==> src/rtl/rst_seq.sv <==
// rtl/rst_seq.sv - staged reset release sequencer gated by clock lock.
// Channels leave reset one at a time, bit 0 first, each after H cycles.
module rst_seq #(
  parameter int N_CH     = 4,
  parameter int HOLD_CYC = 4,
  parameter int CNT_W    = 8,
  localparam int SW      = ($clog2(N_CH) < 1) ? 1 : $clog2(N_CH)
) (
  input  logic             clk,
  input  logic             rst,
  input  logic             lock,
  input  logic             sw_rst,
  input  logic [CNT_W-1:0] hold_cnt,
  output logic [N_CH-1:0]  rst_out,
  output logic             done,
  output logic [SW-1:0]    stage
);

  localparam logic [1:0] WAIT_LOCK = 2'd0;
  localparam logic [1:0] HOLD      = 2'd1;
  localparam logic [1:0] DONE      = 2'd2;

  localparam logic [SW-1:0]    LAST  = SW'(N_CH - 1);
  localparam logic [CNT_W-1:0] H_DEF = CNT_W'(HOLD_CYC);
  localparam logic [CNT_W-1:0] ONE   = CNT_W'(1);

  logic [1:0]       state;
  logic [CNT_W-1:0] cnt;
  logic [CNT_W-1:0] h_q;
  logic [CNT_W-1:0] h_sel;
  logic             abort;

  assign h_sel = (hold_cnt == '0) ? H_DEF : hold_cnt;
  assign abort = !lock || sw_rst;

  always_ff @(posedge clk or posedge rst) begin
    if (rst) begin
      state   <= WAIT_LOCK;
      rst_out <= '1;
      done    <= 1'b0;
      stage   <= '0;
      cnt     <= '0;
      h_q     <= H_DEF;
    end else begin
      case (state)
        WAIT_LOCK: begin
          // sw_rst outranks lock; the stage length is frozen here for the whole run
          if (lock && !sw_rst) begin
            state <= HOLD;
            h_q   <= h_sel;
            cnt   <= h_sel - ONE;
            stage <= '0;
          end
        end
        HOLD: begin
          if (abort) begin
            state   <= WAIT_LOCK;
            rst_out <= '1;
            done    <= 1'b0;
            stage   <= '0;
            cnt     <= '0;
          end else if (cnt != '0) begin
            cnt <= cnt - ONE;
          end else begin
            rst_out[stage] <= 1'b0;
            if (stage == LAST) begin
              done  <= 1'b1;
              state <= DONE;
            end else begin
              stage <= stage + SW'(1);
              cnt   <= h_q - ONE;
            end
          end
        end
        DONE: begin
          if (abort) begin
            state   <= WAIT_LOCK;
            rst_out <= '1;
            done    <= 1'b0;
            stage   <= '0;
            cnt     <= '0;
          end
        end
        default: begin
          state   <= WAIT_LOCK;
          rst_out <= '1;
          done    <= 1'b0;
          stage   <= '0;
          cnt     <= '0;
        end
      endcase
    end
  end

endmodule

==> config.mk <==
export PLATFORM = sky130hd
export DESIGN_NAME = rst_seq
export DESIGN_NICKNAME = d
export VERILOG_FILES = /design/src/rtl/rst_seq.sv
export SDC_FILE = /design/constraint.sdc
export NUM_CORES = 1
export LEC_CHECK = 0
export ABC_AREA = 1
export CAP_MARGIN = 20
export CORE_UTILIZATION = 25
export CTS_CLUSTER_SIZE = 28
export DETAILED_ROUTE_END_ITERATION = 8
export REMOVE_ABC_BUFFERS = 1
export SLEW_MARGIN = 40
export SYNTH_ARGS = -nofsm -noshare
export SYNTH_HDL_FRONTEND = slang
export SYNTH_SLANG_ARGS = --single-unit
==> constraint.sdc <==
create_clock -name clk -period 3.9 [get_ports clk]
set_input_delay 0.78 -clock clk [delete_from_list [all_inputs] [get_ports clk]]
set_output_delay 0.78 -clock clk [all_outputs]
set_load 0.01 [all_outputs]
== Word-level counts from Yosys, hierarchy flattened ==
Index checks and enable logic that the tools add are counted.

* Bits in registers: 25

* $add $sub $neg: 4
* $lt $le $gt $ge: 2
* Equal/unequal tests: 9
* Mux-type cells: 29
* Bitwise logic cells: 3
* Reductions and logical operators: 14

{| class="wikitable"
|+ Operators by type and width
! operator !! count
|-
| $mux 8 || 6
|-
| $pmux 8 s3 || 1
|-
| $sub 8x1->8 const B || 3
|-
| $mux 2 || 9
|-
| $mux 4 || 3
|-
| $pmux 2 s3 || 2
|-
| $pmux 4 s3 || 1
|-
| $reduce_and 4->1 || 3
|-
| $ne 3x3->1 const B || 3
|-
| $logic_not 8->1 || 1
|-
| $reduce_bool 8->1 || 1
|-
| $reduce_and 3->1 || 2
|-
| $mux 1 || 5
|-
| $and 4x4->4 || 1
|-
| $eq 2x2->1 const B || 2
|-
| $ne 2x2->1 const B || 2
|-
| $ne 4x4->1 const B || 1
|-
| $not 4->4 || 1
|-
| $lt 2x3->1 const B || 1
|-
| $pmux 1 s3 || 1
|-
| $add 2x1->2 const B || 1
|-
| $demux 1 s2 || 1
|-
| $eq 2x1->1 const B || 1
|-
| $ge 2x1->1 const B || 1
|-
| other kinds (6) || 8
|}

== Depth between registers and ports, before layout ==
* Word-level depth: 9
* Depth in mapped cells: 14
* Gate-level depth less buffers: 14

== Least setup slack after synthesis ==
No wires, ideal clock.

* Kind: input to register
* Start: input port hold_cnt[0]
* End: register cnt[7]
* Library setup time: 0.117 ns
* Data arrival time: 1.875 ns
* Data required time: 3.783 ns
* Setup slack: 1.908 ns
* Cell stages on the path: 12
* Cells stage by stage: inv_1 -> ha_1 -> nand2_1 -> nor2_2 -> nor2_2 -> nand3_1 -> nor2_1 -> nand3_1 -> nand3_1 -> nand2_1 -> nand2_1 -> nand2_1

* Cells in the longest elaborated chain, start to end: 5

{| class="wikitable"
|+ RTL lines
! element !! RTL line !! source
|-
| from (decl) || 13 || <nowiki>input logic [CNT_W-1:0] hold_cnt,</nowiki>
|-
| $logic_not 8->1 || 33 || <nowiki>assign h_sel = (hold_cnt == '0) ? H_DEF : hold_cnt;</nowiki>
|-
| $mux 8 (*) || 33 ||
|-
| $sub 8x1->8 (*) || 51 || <nowiki>cnt <= h_sel - ONE;</nowiki>
|-
| $mux 8 (*) || 48 || <nowiki>if (lock && !sw_rst) begin</nowiki>
|-
| $pmux 8 s3 (*) || 45 || <nowiki>case (state)</nowiki>
|-
| to (signal assigned) || 51 ||
|-
| to (signal assigned) || 63 || <nowiki>cnt <= cnt - ONE;</nowiki>
|-
| to (signal assigned) || 71 || <nowiki>cnt <= h_q - ONE;</nowiki>
|-
| to (decl) || 28 || <nowiki>logic [CNT_W-1:0] cnt;</nowiki>
|}

Mark *: on every way between the ends. The rest lies on a longest branch, timed or not. The select of a mux whose other input is x is not followed.
A chain may end at the register's enable or synchronous reset.

== Final worst setup path ==
Ends and elaborated chain as after synthesis.

==> results.md <==
- The number of global-route vias before repair is 1384.
- After detailed routing, the number of vias per cell comes to 4.55.
- The analysis attributes to net switching a power of 0.556 mW.
- The share of total power dissipated in sequential elements is 0.367.
- The area growth from synthesis to layout is 19.7%.
- The final weighted congestion of routability-driven global placement is 0.879.
- The number of design rule violations left after detail routing is 0.
- The total internal power is 0.665 mW.
- The netlist uses 30 different library cells.
- The number of buffers inserted during clock tree synthesis is 3.
- The floorplan step set the die height to 82.1 um.
- The final hold violation count is 0.
- The share of total power dissipated in combinational logic is 0.503.
- The portion of synthesized cell area occupied by the leading cell type is 0.312.
- The yosys synthesis warning count is 0.
- The sequential cells in the finished layout cover a total of 632 um2.
- Once routing completed, OpenROAD measured the worst setup slack at 1.40 ns.
- The count of nets left with antenna violations once routing finished came out at 0.
- The global router's overall resource usage is 0.125.
- The highest clock rate is 401 MHz.
- The worst hold path belongs to the class reg2reg.
- The multi-input logic area is 832 um2.
- The remaining global-route overflow is 0.
- The share of the Yosys chip area taken by registers is 0.394.
- The type of the worst setup path is in2reg.
- Clock skew on the completed layout was measured at 0.00788 ns.
- The number of H-tree levels is 1.
- The iteration count of the initial detailed-routing pass is 4.
- The highest metal layer carrying signal wires in the routed design is met4.
- The maximum number of pins on one net before global-route repair is 26.
- Power comes to 1.22 mW.
- In this run the power density over the cells is 636 nW/um2.
- The number of top-level pins is 19.
- Wire segments on met2 add up to 1780 um in the final route.
- Wire segments on met3 add up to 168 um in the final route.
- The worst pin sits at a relative slew slack of 0.638.
- The number of antenna diodes in the final layout is 0.
- The clock network power share is 0.130.
- The count of port buffers added during placement is 18.
- The element type at the critical path start is an input port.
- The post-cts hold buffer count is 0.
- The critical path data required time is 4.06 ns.
- The TritonCTS clock tree is built.
- Among all cell types in the netlist, the one instantiated most often is sky130_fd_sc_hd__nand2_1.
- The routed design has 3800 um of wire.
- At the later pin of the worst-skew pair, clock insertion delay measures 0.27 ns.
- Counting flops and latches in the post-synthesis netlist gives 25.
- For the pin with the worst max-slew slack, the measured transition is 0.542 ns.
- The total setup buffers inserted after CTS is 0.
- The post-synthesis instance area is 1600 um2.
- Of the cells placed in the final design, the portion with a size suffix greater than 1 is 0.139.
- The number of synthesized flops with an enable pin is 0.
- For the worst setup path, the data arrival time is 2.66 ns.
- The number of antenna violations at the first check in global routing is 0.
- Across the run, the number of max-cap violations was 0.
- The async set-or-reset flop fraction in the synthesized netlist is 1.00.
- The tree is rooted in a sky130_fd_sc_hd__clkbuf_8.
- In the finished design, the share of the clock period the worst path needs comes to 0.640.
- After legalization and detailed placement, the total HPWL measured 2860 um.
- The number of slew-limit violations in the final report came to 0.
- STA classifies the critical path endpoint as a flop.
- For this configuration, the core starts out at a cell density of 0.264.
- The maximum fanout encountered on the critical timing path is 5.
- Setup repair after global routing left no endpoint under its margin.
- The clock transition at the registers of the reported paths is 0.08 ns.
- sky130_fd_sc_hd__dfrtp_1 takes more of the synthesized area than any other cell.
- Setup violations remaining at the end of the flow were counted as 0.
- Measured along the x axis, the die boundary spans 82.1 um.
- The filler cells instantiated in the layout total 648.
- The run finished with clean final reports.
- Of the total power, the share spent switching nets is 0.455.
- The per-cell routed wire length is 12.2 um.
- The core region area is 6060 um2.
- The detailed router put a total of 1790 um of wire on met1.
- VDD sags by at most 0.225 mV.
- The total clock sinks is 25.
- The global-route wire length before repair is 6470 um.
- A synthesized cell averages 7.42 um2.
- In the post-synthesis netlist, the biggest area contributors are sky130_fd_sc_hd__dfrtp_1, sky130_fd_sc_hd__nand2_1, sky130_fd_sc_hd__dfstp_2, sky130_fd_sc_hd__inv_1, sky130_fd_sc_hd__ha_1.
- The cell count after synthesis came out at 216.
- The total die area is 6740 um2.
- After the first detailed-routing iteration, the DRC count stood at 77.
- The worst slack at placement is 1.16 ns.
- The summed negative setup slack over all endpoints is 0 ns.
- The commonest cells after synthesis are sky130_fd_sc_hd__nand2_1, sky130_fd_sc_hd__inv_1, sky130_fd_sc_hd__dfrtp_1, sky130_fd_sc_hd__o21ai_0.
- The routed design could run at a clock period as short as 2.50 ns.
- The number of nets in the layout is 256.
- The longest clock path from root to sink contains 2 buffers.
- The total number of placement rows is 28.
- The leakage dissipation is 0.925 nW.
- The main flop type after synthesis is sky130_fd_sc_hd__dfrtp_1.
- The post-cts sizing count is 0.
- Detailed routing inserted a total of 1421 vias.
## sequential cells by signal (all words and copies together) (netlist names)
register	flops
h_q	8
done	1
cnt	8
state	2
stage	2
rst_out	4
## final cells by class
| cell class | instances | area share |
|---|---|---|
| flip-flops and latches | 25 | 0.329 |
| multi-input cells | 154 | 0.434 |
| clock buffers | 4 | 0.0235 |
| well taps | 75 | 0.0489 |
| repair buffers | 18 | 0.0939 |
| inverters | 36 | 0.0705 |
## logic make-up after synthesis
group	count (synthesis)	synth area share
AOI/OAI and AO/OA	45	0.164
xor gates and xnor gates	1	0.00547
adders and majority gates	6	0.0468
buffers and inverters	37	0.0866
DFF	25	0.394
and+or+nand+nor	102	0.303
## power groups by stage
stage	sequential (mW)	combinational (mW)	clock, mW
after floorplan	0.439	0.459	0
after global placement	0.455	0.604	0
after detailed placement	0.453	0.611	0
after CTS	0.448	0.614	0.163
after global routing	0.460	0.694	0.172
final	0.448	0.614	0.158
## critical path, stage by stage
cell	delay [ns]
sky130_fd_sc_hd__clkdlybuf4s50_1	0.45
sky130_fd_sc_hd__inv_1	0.07
sky130_fd_sc_hd__ha_1	0.26
sky130_fd_sc_hd__nand2_1	0.10
sky130_fd_sc_hd__nor2_2	0.07
sky130_fd_sc_hd__nor2_2	0.14
sky130_fd_sc_hd__nand3_1	0.15
sky130_fd_sc_hd__nor2_1	0.26
sky130_fd_sc_hd__nand3_1	0.11
sky130_fd_sc_hd__nand3_1	0.10
sky130_fd_sc_hd__nand2_1	0.05
sky130_fd_sc_hd__nand2_1	0.05
sky130_fd_sc_hd__nand2_1	0.05
## layout by cell type (no fill, tap or decap), types with 3 or more instances in the layout
cell type                         Yosys  final
sky130_fd_sc_hd__o21ai_1             13     13
sky130_fd_sc_hd__nand2_1             56     56
sky130_fd_sc_hd__nand2_2              4      4
sky130_fd_sc_hd__a21oi_1              7      7
sky130_fd_sc_hd__clkbuf_8             0      3
sky130_fd_sc_hd__ha_1                 6      6
sky130_fd_sc_hd__nor2_2               6      6
sky130_fd_sc_hd__inv_1               29     28
sky130_fd_sc_hd__dfstp_2              5      5
sky130_fd_sc_hd__dfrtp_1             20     20
sky130_fd_sc_hd__o21ai_0             15     15
sky130_fd_sc_hd__clkdlybuf4s50_1      0     18
sky130_fd_sc_hd__nand3_1             13     13
sky130_fd_sc_hd__nor2_1              13     13
sky130_fd_sc_hd__inv_2                5      6
## through the flow
step           utilization  instance area, um2  std cells  hold slack, ns
4_1_cts              0.316                1920        312           0.494
2_1_floorplan            -                1600        215           0.452
3_5_place_dp         0.309                1870        308           0.475
6_report             0.316                1920        312           0.485
3_3_place_gp         0.309                1870        308           0.466
5_1_grt              0.316                1920        312           0.510
## worst paths after layout
| kind | startpoint | to | slack (ns) | depth (start not counted) |
|---|---|---|---|---|
| setup / recovery | hold_cnt[0] | cnt[7] | 1.40 | 13 |
| hold / removal | rst_out[2] | rst_out[2] | 0.49 | 2 |
| setup reg to reg | cnt[0] | cnt[6] | 1.75 | 14 |
| hold reg to reg | rst_out[2] | rst_out[2] | 0.49 | 2 |
| max in group asynchronous | rst | rst_out[3] | 2.66 | 2 |
| min in group asynchronous | rst | cnt[0] | 0.87 | 2 |
## layer usage
layer  vias to the layer above  track usage
met5                         -            0
met4                         0       0.0509
met3                         7       0.0200
met2                        34        0.199
met1                       647        0.168
li1                        733            -
Note: power is estimated with default switching activity, not from simulation.
==> edit 1, RTL diff (same flow settings) <==
Change the parameter `N_CH` from 4 to 8.
--- a/src/rtl/rst_seq.sv
+++ b/src/rtl/rst_seq.sv
@@ -1,7 +1,7 @@
 // rtl/rst_seq.sv - staged reset release sequencer gated by clock lock.
 // Channels leave reset one at a time, bit 0 first, each after H cycles.
 module rst_seq #(
-  parameter int N_CH     = 4,
+  parameter int N_CH     = 8,
   parameter int HOLD_CYC = 4,
   parameter int CNT_W    = 8,
   localparam int SW      = ($clog2(N_CH) < 1) ? 1 : $clog2(N_CH)
Ports: changed (resized rst_out and stage); port bits go from 19 to 24. The function was not compared with the original's and may differ.
==> edit 1 against the original RTL <==
Total power is 17% higher. Non-clock buffer count rose by 6. Final cell count grew 17%. Clock power up 56%. Worst setup slack got worse by 0.0012 ns. Synthesized area grew 15%. Sequential cell count rose by 5. Register-to-register slack better by 0.09 ns. Wire length is 7.4% higher. Cell area increased by 17%. Combinational power grew 7.0%. Clock skew about the same. Largest cell class unchanged. Largest power group unchanged.
==> edit 1: results (changes against the original RTL) <==
Power
  • Pleak: 1.10 nW (was 0.925 nW)
  • Sequential power: 0.525 mW (was 0.448 mW)
  • Comb pwr share: 0.460 (was 0.503)
  • Max IR drop VDD: 0.000208 V (was 0.000225 V)
  • P_sw: 0.635 mW (was 0.556 mW)
  • Internal: 0.793 mW (was 0.665 mW)

Global routing
  • Largest net degree at the start of global routing: 27 (was 26)
  • GRT Total Usage: 0.124 (was 0.125)
  • Grt met3 use: 0.0302 (was 0.0200)
  • First-pass GRT wire length: 7230 µm (was 6470 µm)
  • GR Layer Usage met2: 0.189 (was 0.199)

Route
  • Detailed Route Iter0 Violations: 92 (was 77)
  • WL met1: 2110 µm (was 1790 µm)
  • Routed met2 length: 1700 µm (was 1780 µm)
  • Routed wire per std cell: 11.1 µm (was 12.2 µm)
  • Avg Vias per Cell: 4.37 (was 4.55)

Layout
  • Register area: 762 µm² (was 632 µm²)
  • Plain + repair buffers: 24 (was 18)
  • Clk_buf instances: 6 (was 4)
  • Signal buf overhead: 0.106 (was 0.0939)
  • Nets: 285 (was 256)
  • Multi-input logic area: 940 µm² (was 832 µm²)
  • Largest registers: cnt: 8 flops, h_q: 8 flops, rst_out: 8 flops (was cnt: 8 flops, h_q: 8 flops, rst_out: 4 flops)
  • #MultiIn Comb: 180 (was 154)
  • Logic inverters: 28 (was 36)
  • Design area: 2250 µm² (was 1920 µm²)
  • Fillers: 775 (was 648)

Outcome
  • Run status: finished, final reports clean (unchanged)

Worst hold path
  • HP Start: h_q[7]$_DFFE_PP0P_ (was rst_out[2]$_DFFE_PP1P_)
  • Hold Path End: h_q[7]$_DFFE_PP0P_ (was rst_out[2]$_DFFE_PP1P_)

Synth
  • Post-Syn Instances: 241 (was 216)
  • Post-synthesis sequential area ratio: 0.412 (was 0.394)
  • Netlist cell types: 29 (was 30)
  • Largest cells by area after synthesis: dfrtp_1, nand2_1, dfstp_2 (unchanged)

Setup path
  • R2r setup slk: 1.84 ns (was 1.75 ns)
  • R2R cell count: 13 (was 14)
  • Worst EP arrival: 2.67 ns (was 2.66 ns)

STA
  • WHS: 0.489 ns (was 0.485 ns)
  • Skew final: 0.00781 ns (was 0.00788 ns)
  • Worst slew pin tran: 0.557 ns (was 0.542 ns)

Place
  • DP Worst Slack: 1.10 ns (was 1.16 ns)
  • Placed insts: 358 (was 308)
  • GPL Wtd Cong: 0.844 (was 0.879)
  • IO buf count: 23 (was 18)

Clock network
  • Total clock sinks: 30 (was 25)
  • CTS Buf Count: 5 (was 3)
-- edit 1: cell count changes after synthesis, sizes merged, moves of 3 or more --
cell / change
nand2: +21
dfstp: +4
o22ai: +3
o21ai: -5
inv: -6
nor2: +11
-- edit 1: worst max-delay path by stage --
stage and end:
3_3_place_gp cnt[7]$_DFFE_PP0P_, 4_1_cts cnt[7]$_DFFE_PP0P_, 2_1_floorplan cnt[5]$_DFFE_PP0P_, 3_5_place_dp cnt[5]$_DFFE_PP0P_, 5_1_grt cnt[7]$_DFFE_PP0P_, 6_report cnt[5]$_DFFE_PP0P_
-- edit 1: kinds of logic (layout without fill, tap and decap cells) --
logic type | Yosys count | after routing | share of synthesized area
AND/OR/NAND/NOR | 134 | 134 | 0.319
AO/OA/AOI/OAI | 40 | 40 | 0.151
buffers and inverters | 31 | 60 | 0.0798
flip-flops | 30 | 30 | 0.412
adder cells (fa/ha/maj) | 4 | 4 | 0.0271
XOR/XNOR | 1 | 1 | 0.00474
multiplexers | 1 | 1 | 0.00609
==> edit 2, RTL diff (same settings) <==
Without the edit above. Reset style: synchronous (`rst`), changed in one clocked block.
--- a/src/rtl/rst_seq.sv
+++ b/src/rtl/rst_seq.sv
@@ -33,7 +33,7 @@
   assign h_sel = (hold_cnt == '0) ? H_DEF : hold_cnt;
   assign abort = !lock || sw_rst;
 
-  always_ff @(posedge clk or posedge rst) begin
+  always_ff @(posedge clk) begin
     if (rst) begin
       state   <= WAIT_LOCK;
       rst_out <= '1;
Behaviour: differs if rst is asserted again (counterexample within 4 cycles, from zero or initial values and one cycle with rst high); with rst held inactive, the same outputs for 10 cycles.
==> edit 2 against the original RTL <==
Maximum frequency increased by 3.2%. Worst setup slack improved by 0.078 ns. Cell area decreased by 2.9%. Critical path type unchanged. Highest routed layer unchanged. Synthesized area fell by 3.8%. Sequential cell count is the same. Critical endpoint is now cnt[3]$_SDFFE_PP0P_. Wire length is 4.7% lower.
Power is not compared: it rests on default switching activity, and its combinational part moved more than twofold at a synthesized area within 25%.
==> edit 2: results (changes against the original RTL) <==
Setup path
  • Slowest-stage cell, CP: clkdlybuf4s50_1 (unchanged)
  • CP Max Fanout: 4 (was 5)
  • Cell family with most CP delay: simple AND/OR/NAND/NOR gates (unchanged)
  • Crit path largest cell delay: 0.42 ns (was 0.45 ns)
  • CP Class: in2reg (unchanged)

Synth
  • Async set or reset register ratio after synthesis: 0 (was 1.00)
  • Post-synthesis sequential area ratio: 0.325 (was 0.394)
  • Complex-gate fraction of the synthesized area: 0.195 (was 0.164)
  • Post-synthesis xor/xnor area fraction: 0.0114 (was 0.00546)
  • Largest cells by area after synthesis: dfxtp_1, nand2_1, inv_1 (was dfrtp_1, nand2_1, dfstp_2)
  • Netlist cell types: 27 (was 30)
  • Post-Syn Instances: 227 (was 216)
  • Primary FF master, synth: dfxtp_1 (was dfrtp_1)
  • Synthesized-area fraction occupied by adder cells: 0.0487 (was 0.0468)
  • Multiplexer share of the synthesized area: 0 (unchanged)
  • Most frequent cells after synthesis: nand2_1, inv_1, dfxtp_1 (was nand2_1, inv_1, dfrtp_1)
  • Yosys Warn Count: 0 (unchanged)

Route
  • Final WL: 3620 µm (was 3800 µm)
  • Routed wire per std cell: 11.2 µm (was 12.2 µm)
  • DR pass1 iterations: 4 (unchanged)
  • Routed vias: 1467 (was 1421)
  • Detailed Route Iter0 Violations: 46 (was 77)

Clock network
  • Worst skew pair latency: 0.28 ns
  • H-tree Lvls: 1 (unchanged)
  • CTS resizes: 0 (unchanged)
  • Root buffer cell: clkbuf_8 (unchanged)
  • Postcts setup bufs: 0 (unchanged)
  • CTS Buf Count: 3 (unchanged)
  • Clk slew on worst S/H paths: 0.10 ns (was 0.08 ns)
  • CTS Buffer Depth: 2 (unchanged)

Place
  • Post-DP HPWL: 2790 µm (was 2860 µm)
  • DP Area: 1810 µm² (was 1870 µm²)
  • IO buf count: 18 (unchanged)
  • GPL Wtd Cong: 0.780 (was 0.879)
  • Placed insts: 319 (was 308)

Power
  • Pleak: 0.832 nW
  • Max IR drop VDD: 0.000214 V

Global routing
  • Largest net degree at the start of global routing: 16 (was 26)
  • GRT Total Usage: 0.126 (was 0.125)
  • Number of global-route vias before repair: 1418 (was 1384)
  • Number of antenna violations at the first check in global routing: 0 (unchanged)
  • First-pass GRT wire length: 6220 µm (was 6470 µm)

STA
  • Max-slew headroom: 0.534 (was 0.638)
  • Skew final: 0.0100 ns (was 0.00788 ns)

Layout
  • Antenna Cells: 0 (unchanged)
  • Layout cells sized above 1: 0.125 (was 0.139)
  • Largest registers: cnt: 8 flops, h_q: 8 flops, rst_out: 4 flops (unchanged)
  • Nets: 267 (was 256)
  • Fillers: 658 (was 648)

Worst hold path
  • HP Class: reg2reg (unchanged)

Outcome
  • Run status: finished, final reports clean (unchanged)
==> edit 2: changes by cell type after synthesis, sizes merged, moves of 2 or more <==
cell,before,now
nand2,62,52
o21ai,28,21
dfstp,5,0
nor2,22,29
dfrtp,20,0
a21oi,10,24
inv,34,38
clkinv,2,0
dfxtp,0,25
o22ai,1,4
o31ai,2,0
==> edit 2: report_power, final <==
part	internal [mW]	switching (mW)	total [mW]
combinational	0.0749	0.122	0.197
clock	0.0728	0.0932	0.166
sequential	0.270	0.0123	0.282
total	0.418	0.228	0.646
==> edit 2: area by class of cell <==
type                            instances  area share
Clock inverter                          1     0.00403
Sequential cell                        25       0.269
Clock buffer                            3      0.0222
Inverter                               38      0.0766
Tap cell                               75      0.0504
Timing Repair Buffer                   19       0.101
Multi-Input combinational cell        162       0.478
==> edit 2: metrics by stage <==
step                setup slack, ns  utilization  power (mW)
finish                         1.48        0.315       0.646
global placement               1.18        0.306       0.484
CTS                            1.47        0.315       0.651
global route                   1.30        0.315       0.687
detailed placement             1.17        0.306       0.486
floorplan                      1.91            -       0.434
==> edit 2: worst paths after layout <==
kind,endpoint,from,slack (ns),depth (start not counted)
hold reg to reg,rst_out[2]$_SDFFE_PP1P_,rst_out[2]$_SDFFE_PP1P_,0.46,2
setup / recovery,cnt[3]$_SDFFE_PP0P_,hold_cnt[1],1.48,12
setup reg to reg,h_q[2]$_SDFFE_PP1P_,state[0]$_SDFFE_PP0P_,1.93,6
hold / removal,rst_out[2]$_SDFFE_PP1P_,rst_out[2]$_SDFFE_PP1P_,0.46,2
==> edit 2: per-layer routing <==
metal / share of wire / wire, µm / global-route usage
met5: 0 / 0 / 0
met3: 0.035 / 127 / 0.0352
met4: 0.022 / 80 / 0.0571
met2: 0.43 / 1570 / 0.202
met1: 0.51 / 1840 / 0.154
